$ cat src/rtl/a_send_queue.sv
`default_nettype none
// ============================================================================
// Module      : a_send_queue
// Description : Source-domain feeder for a req/ack handshake synchroniser.
//               Buffers producer words in a DEPTH-entry FIFO and launches one
//               word at a time on adata/asend, pacing on aready. Single clock
//               domain (aclk).
// Ports       : aclk, arst_n            - clock, async active-low reset
//               wr_en, wr_data          - producer write strobe / data
//               full, level, ovf        - FIFO status (ovf sticky on drop)
//               adata, asend            - word and one-cycle launch pulse
//               aready                  - synchroniser idle / able to accept
//               tx_count                - words launched since reset (wraps)
// Revision    : 1.0 - initial release
// ============================================================================
module a_send_queue #(
    parameter int WIDTH_D    = 8,
    parameter int DEPTH_LOG2 = 3
) (
    input  logic                  aclk,
    input  logic                  arst_n,
    input  logic                  wr_en,
    input  logic [WIDTH_D-1:0]    wr_data,
    output logic                  full,
    output logic [DEPTH_LOG2:0]   level,
    output logic                  ovf,
    output logic [WIDTH_D-1:0]    adata,
    output logic                  asend,
    input  logic                  aready,
    output logic [15:0]           tx_count
);

    localparam int LVL_W = DEPTH_LOG2 + 1;
    localparam int DEPTH = 2 ** DEPTH_LOG2;
    localparam logic [LVL_W-1:0]      c_DEPTH   = LVL_W'(DEPTH);
    localparam logic [LVL_W-1:0]      c_LVL_ONE = LVL_W'(1);
    localparam logic [DEPTH_LOG2-1:0] c_PTR_ONE = DEPTH_LOG2'(1);

    typedef enum logic [1:0] {
        IDLE      = 2'd0,
        SEND      = 2'd1,
        WAIT_LOW  = 2'd2,
        WAIT_HIGH = 2'd3
    } state_t;

    state_t                 r_state;
    state_t                 w_state_nxt;
    logic [WIDTH_D-1:0]     r_mem [DEPTH];
    logic [DEPTH_LOG2-1:0]  r_wr_ptr;
    logic [DEPTH_LOG2-1:0]  r_rd_ptr;
    logic [LVL_W-1:0]       r_level;
    logic                   r_ovf;
    logic [WIDTH_D-1:0]     r_adata;
    logic [15:0]            r_tx_count;
    logic                   w_full;
    logic                   w_wr;
    logic                   w_pop;

    // Full is judged on start-of-cycle occupancy, so a pop in the same cycle
    // never frees a slot for that cycle's write.
    assign w_full = (r_level == c_DEPTH);
    assign w_wr   = wr_en && !w_full;
    assign w_pop  = (r_state == IDLE) && (r_level != '0) && aready;

    // Storage is deliberately not reset.
    always_ff @(posedge aclk) begin
        if (w_wr) begin
            r_mem[r_wr_ptr] <= wr_data;
        end
    end

    always_ff @(posedge aclk or negedge arst_n) begin
        if (!arst_n) begin
            r_wr_ptr <= '0;
            r_rd_ptr <= '0;
            r_level  <= '0;
            r_ovf    <= 1'b0;
        end else begin
            if (w_wr) begin
                r_wr_ptr <= r_wr_ptr + c_PTR_ONE;
            end
            if (w_pop) begin
                r_rd_ptr <= r_rd_ptr + c_PTR_ONE;
            end
            case ({w_wr, w_pop})
                2'b10:   r_level <= r_level + c_LVL_ONE;
                2'b01:   r_level <= r_level - c_LVL_ONE;
                default: r_level <= r_level;
            endcase
            if (wr_en && w_full) begin
                r_ovf <= 1'b1;
            end
        end
    end

    // State register plus the data/count registers that follow the FSM.
    always_ff @(posedge aclk or negedge arst_n) begin
        if (!arst_n) begin
            r_state    <= IDLE;
            r_adata    <= '0;
            r_tx_count <= '0;
        end else begin
            r_state <= w_state_nxt;
            // adata only moves on a pop, so it is frozen for the whole transfer.
            if (w_pop) begin
                r_adata <= r_mem[r_rd_ptr];
            end
            if (r_state == SEND) begin
                r_tx_count <= r_tx_count + 16'd1;
            end
        end
    end

    always_comb begin
        w_state_nxt = r_state;
        case (r_state)
            IDLE:      if (w_pop)   w_state_nxt = SEND;
            SEND:                   w_state_nxt = WAIT_LOW;
            WAIT_LOW:  if (!aready) w_state_nxt = WAIT_HIGH;
            WAIT_HIGH: if (aready)  w_state_nxt = IDLE;
            default:                w_state_nxt = IDLE;
        endcase
    end

    // asend decodes straight from the state register, so it drops the moment
    // reset asserts.
    assign asend    = (r_state == SEND);
    assign full     = w_full;
    assign level    = r_level;
    assign ovf      = r_ovf;
    assign adata    = r_adata;
    assign tx_count = r_tx_count;

endmodule
`default_nettype wire

$ cat config.mk
export PLATFORM = sky130hd
export DESIGN_NAME = a_send_queue
export DESIGN_NICKNAME = d
export VERILOG_FILES = /design/src/rtl/a_send_queue.sv
export SDC_FILE = /design/constraint.sdc
export NUM_CORES = 1
export LEC_CHECK = 0
export ABC_AREA = 1
export CAP_MARGIN = 25
export CORE_UTILIZATION = 57
export CTS_CLUSTER_SIZE = 16
export DETAILED_ROUTE_END_ITERATION = 8
export PLACE_DENSITY = 0.89
export SLEW_MARGIN = 20
export SYNTH_ARGS = -nofsm -noshare
export SYNTH_HDL_FRONTEND = slang
export SYNTH_SLANG_ARGS = --single-unit
$ cat constraint.sdc
create_clock -name aclk -period 2.6 [get_ports aclk]
set_input_delay 0.78 -clock aclk [delete_from_list [all_inputs] [get_ports aclk]]
set_output_delay 0.78 -clock aclk [all_outputs]
set_load 0.01 [all_outputs]
# --- Word-level counts from Yosys, hierarchy flattened ---
# Memory sizes are Yosys's and may differ from the RTL's. A register that Yosys moved wholly into a read port is not among the register bits.
# Index checks and enable logic that the tools add are counted.
totals:
  ff_bits: 29
  ram_bits: 64
  elab_cells: 38
  memories: 1
op_classes:
  n_addsub: 5
  eq_ne: 9
  mux: 7
  n_reduce_logical: 10
mem_list:
  columns: ["name", "words", "width", "rd", "rd_ports_with_merged_regs", "write_ports", "line_no", "rtl"]
  rows:
  - ["r_mem", 8, 8, 1, 1, 1, "48", "logic [WIDTH_D-1:0] r_mem [DEPTH];"]
op_table:
  columns: ["op", "count"]
  rows:
  - ["$add A16 B1 Y16 const B", 1]
  - ["$pmux W2 S4", 1]
  - ["$pmux W4 S2", 1]
  - ["$add A3 B1 Y3 const B", 2]
  - ["$eq A2 B2 Y1 const B", 3]
  - ["$mux W2", 3]
  - ["$ne A2 B2 Y1 const B", 3]
  - ["$add A4 B1 Y4 const B", 1]
  - ["$eq A2 B1 Y1 const B", 2]
  - ["$eq A4 B4 Y1 const B", 1]
  - ["$logic_and A1 B1 Y1", 4]
  - ["$reduce_bool A4 Y1", 1]
  - ["$sub A4 B1 Y4 const B", 1]
  - ["$reduce_and A3 Y1", 1]
  - ["$logic_not A1 Y1", 2]
  - ["$logic_not A2 Y1", 1]
  - ["$mux W1", 2]
  - ["$reduce_bool A2 Y1", 1]

# --- Logic depth before layout (Yosys ltp) ---
logic_depth:
  ltp_word: 5
  depth_mapped: 14

# --- Least setup slack after synthesis ---
# No wires, ideal clock.
synth_timing:
  kind: "in2reg"
  from: "input port aready"
  to: "register r_level[2] (netlist: level[2])"
  arrival_ns: 2.068
  required_time_ns: 2.518
  slack_ns: 0.450
  cell_stages: 11
  cell_sequence: "nand3_2 -> inv_1 -> buf_4 -> ha_1 -> nand2_1 -> inv_1 -> nor2_1 -> ha_1 -> a21oi_1 -> or2_2 -> a31oi_1"
synth_between:
  elab_chain_cells: 3
  word_cells_on_any_way: 5
synth_rtl:
  columns: ["item", "line_no", "rtl"]
  rows:
  - ["from (decl)", "29", "input logic aready,"]
  - ["$logic_and A1 B1 Y1 (*)", "63", "assign w_pop = (r_state == IDLE) && (r_level != '0) && aready;"]
  - ["named net w_pop", "57", "logic w_pop;"]
  - ["$eq A2 B1 Y1 or $eq A2 B2 Y1 (tied branches)", "85", "case ({w_wr, w_pop})"]
  - ["$pmux W4 S2 or $reduce_bool A2 Y1 (tied branches)", null, null]
  - ["to (signal assigned)", "86", "2'b10: r_level <= r_level + c_LVL_ONE;"]
  - ["to (signal assigned)", "87", "2'b01: r_level <= r_level - c_LVL_ONE;"]
  - ["to (signal assigned)", "88", "default: r_level <= r_level;"]
  - ["to (decl)", "51", "logic [LVL_W-1:0] r_level;"]
# The timed path passes the listed nets; every way through them passes the cells marked *.
# A chain may end at the register's enable or synchronous reset.

# --- Worst setup path in the final report ---
layout_timing:
  from: "register r_level[1] (netlist: level[1])"
  to: "output port full"
layout_between:
  elab_chain_cells: 1
layout_rtl:
  columns: ["item", "line_no", "rtl"]
  rows:
  - ["$eq A4 B4 Y1", "61", "assign w_full = (r_level == c_DEPTH);"]
  - ["to (decl)", "24", "output logic full,"]
# No other way between the ends.

==> metrics.txt <==
largest net degree at the start of global routing=38; Critical Path End Type=output port; share of power burned in registers=0.448; Setup Skew=0.0120 ns; P&R area growth vs syn=16.7%; total power=5.22 mW; CTS resizes=0; Final #Nets=487; maximum buffer depth of the clock tree=2; synthesized area per cell=10.7 um2; Total Routing Usage GR=0.224; initial core utilization=0.597; Switching Share=0.381; RSZ-0062 raised after global routing=no; fin crit share=0.953; Slew Viols, Final=0; number of diodes=0; io pins=43; Yosys reg bits=101; grt ovf=0; Max Fclk=0.404 GHz; count of final hold-check violations=0; CTS H-tree lvls=3; critical path data required time=1.82 ns; largest area contributor in the netlist=edfxtp_1; Post-Route WL=8480 um; final RePlAce weighted congestion=0.786; Die H=89.9 um; Num Clock Sinks=101; Core ar.=7370 um2; minimum clock period=2.48 ns; Non-Filler Instances=568; FF-to-FF setup slack=0.50 ns; wire per inst=14.9 um; min-delay worst type=register to register; crit path max fanout=6; CTS root buf=clkbuf_8; Starting DRT DRC Count=224; P_sw=1.99 mW; Remaining DRCs=0; vias in the first global route=2926; hpwl dp=5910 um; row cnt=31; Peak VDD IR=451 uV; Mapped Cells=410; Hold Buf Count CTS=0; status=finished clean; dpl cell area=4960 um2; distinct cell type count after synthesis=31; yosys warns=0; Die ar.=8080 um2; proportion of layout cells with a drive suffix above 1=0.0981; Slew @ Worst Pin=0.810 ns; Leak=2.10 nW; design area=5130 um2; Comb power frac=0.375; Initial DRT Pass Iterations=5; Clock transition at path regs=0.09 ns; cts bufs inserted=9; post-route ant nets=0; Max-slew headroom=0.460; vias per inst=5.39; Mapped Nets=433; routed via count=3064; global-route wire length before repair=14100 um; initial antenna violation count=0; postcts setup bufs=0; max_cap viols=0; crit path launch type=register; ranking of synthesized cells by area=edfxtp_1, dfrtp_1, nor2_1; Skew-Pair Late Insertion Delay=0.37 ns; internal power=3.23 mW; critical path class=register to output port; # setup viols final=0; Port Buffers=42; dpl cells=552; Die W=89.9 um; clock share of power=0.176; pwr dens=1020 nW/um2; register area share after synthesis=0.647; Synth top area share=0.437; CTS tree=built; Post-Syn Area=4400 um2; critical path data arrival time=1.70 ns
cell families (layout without fill, tap and decap cells):
logic type      Yosys count  count (layout)  share of synthesized area
compound gates           39              39                     0.0452
fa+ha+maj                11              11                     0.0313
mux                       1               1                    0.00227
xor+xnor                 18              18                     0.0358
buf+inv                  38              97                     0.0415
simple gates            202             202                      0.197
flops                   101             101                      0.647
power groups by stage:
stage	registers [mW]	logic (mW)	clock network, mW
2_1_floorplan	2.33	1.28	0
3_3_place_gp	2.35	1.83	0
3_5_place_dp	2.37	1.95	0
4_1_cts	2.34	1.96	0.930
5_1_grt	2.38	2.19	0.997
6_report	2.34	1.96	0.921
cell usage after synthesis:
library cell,number
inv_1,21
buf_6,1
nor2_1,86
ha_1,11
nor3_2,1
or2_2,1
or2_4,1
nand3_2,3
clkinv_1,1
xnor2_1,6
buf_2,3
inv_2,3
nand2_2,1
nand4_1,2
nand2_1,69
nand3_1,31
buf_4,7
nor2_4,1
a21oi_1,1
a31oi_1,1
nand3b_1,1
o21ai_1,3
xor2_1,12
clkbuf_2,2
nor2_2,4
nor4_2,1
dfrtp_1,37
o21ai_0,33
mux2i_1,1
edfxtp_1,64
a21o_1,1
worst max-delay path: stages, from the launching register on:
cell             delay [ns]
dfrtp_1                0.45
nor2_1                 0.16
nand3_1                0.11
inv_1                  0.09
clkdlybuf4s50_1        0.53
placed cells by master, fill, tap and decap left out, types with 4 or more instances in the layout:
cell / instances
buf_4: 14
clkbuf_8: 9
clkdlybuf4s50_1: 41
dfrtp_1: 37
edfxtp_1: 64
ha_1: 11
inv_1: 21
inv_6: 4
nand2_1: 69
nand3_1: 31
nor2_1: 86
nor2_2: 4
o21ai_0: 33
xnor2_1: 6
xor2_1: 12
per-layer routing:
metal / GRT usage / routed length, um / share of wire / vias up
li1: - / - / - / 1475
met4: 0.0941 / 123 / 0.015 / 0
met3: 0.0465 / 417 / 0.049 / 14
met5: 0 / 0 / 0 / -
met2: 0.358 / 4170 / 0.49 / 114
met1: 0.302 / 3770 / 0.44 / 1461
sequential cells by signal (all words and copies together), names as in the netlist:
| signal | flops |
|---|---|
| r_mem | 64 |
| tx_count | 16 |
| adata | 8 |
| level | 4 |
| r_rd_ptr | 3 |
| r_wr_ptr | 3 |
| r_state | 2 |
| ovf | 1 |
path summary, 6_finish.rpt:
path,startpoint,endpoint,cells past startpoint
worst min-delay path,ovf$_DFFE_PN0P_,ovf$_DFFE_PN0P_,1
min in group asynchronous,arst_n,tx_count[3]$_DFFE_PN0P_,1
worst max-delay path,level[1]$_DFFE_PN0P_,full,4
max in group asynchronous,arst_n,r_wr_ptr[2]$_DFFE_PN0P_,1
worst min register to register,ovf$_DFFE_PN0P_,ovf$_DFFE_PN0P_,1
worst max register to register,r_state[0]$_DFFE_PN0P_,level[2]$_DFFE_PN0P_,11
per-stage QoR:
step / TNS [ns] / hold WS, ns / setup slack [ns] / util
global placement: 0 / 0.443 / 0.0704 / 0.673
CTS: 0 / 0.472 / 0.113 / 0.697
floorplan: 0 / 0.484 / 0.450 / -
detailed placement: -0.0330 / 0.452 / -0.0330 / 0.673
finish: 0 / 0.464 / 0.122 / 0.697
global route: 0 / 0.492 / 0.0360 / 0.697
cell type report:
cell class	instances	area [um2]
Inverter	25	93.8
Clock inverter	7	53.8
Timing Repair Buffer	56	520
Fill cell	501	2230
Multi-Input combinational cell	271	1370
Clock buffer	9	124
Sequential cell	101	2850
Tap cell	99	124
No activity file was read; power rests on OpenSTA's default activity.
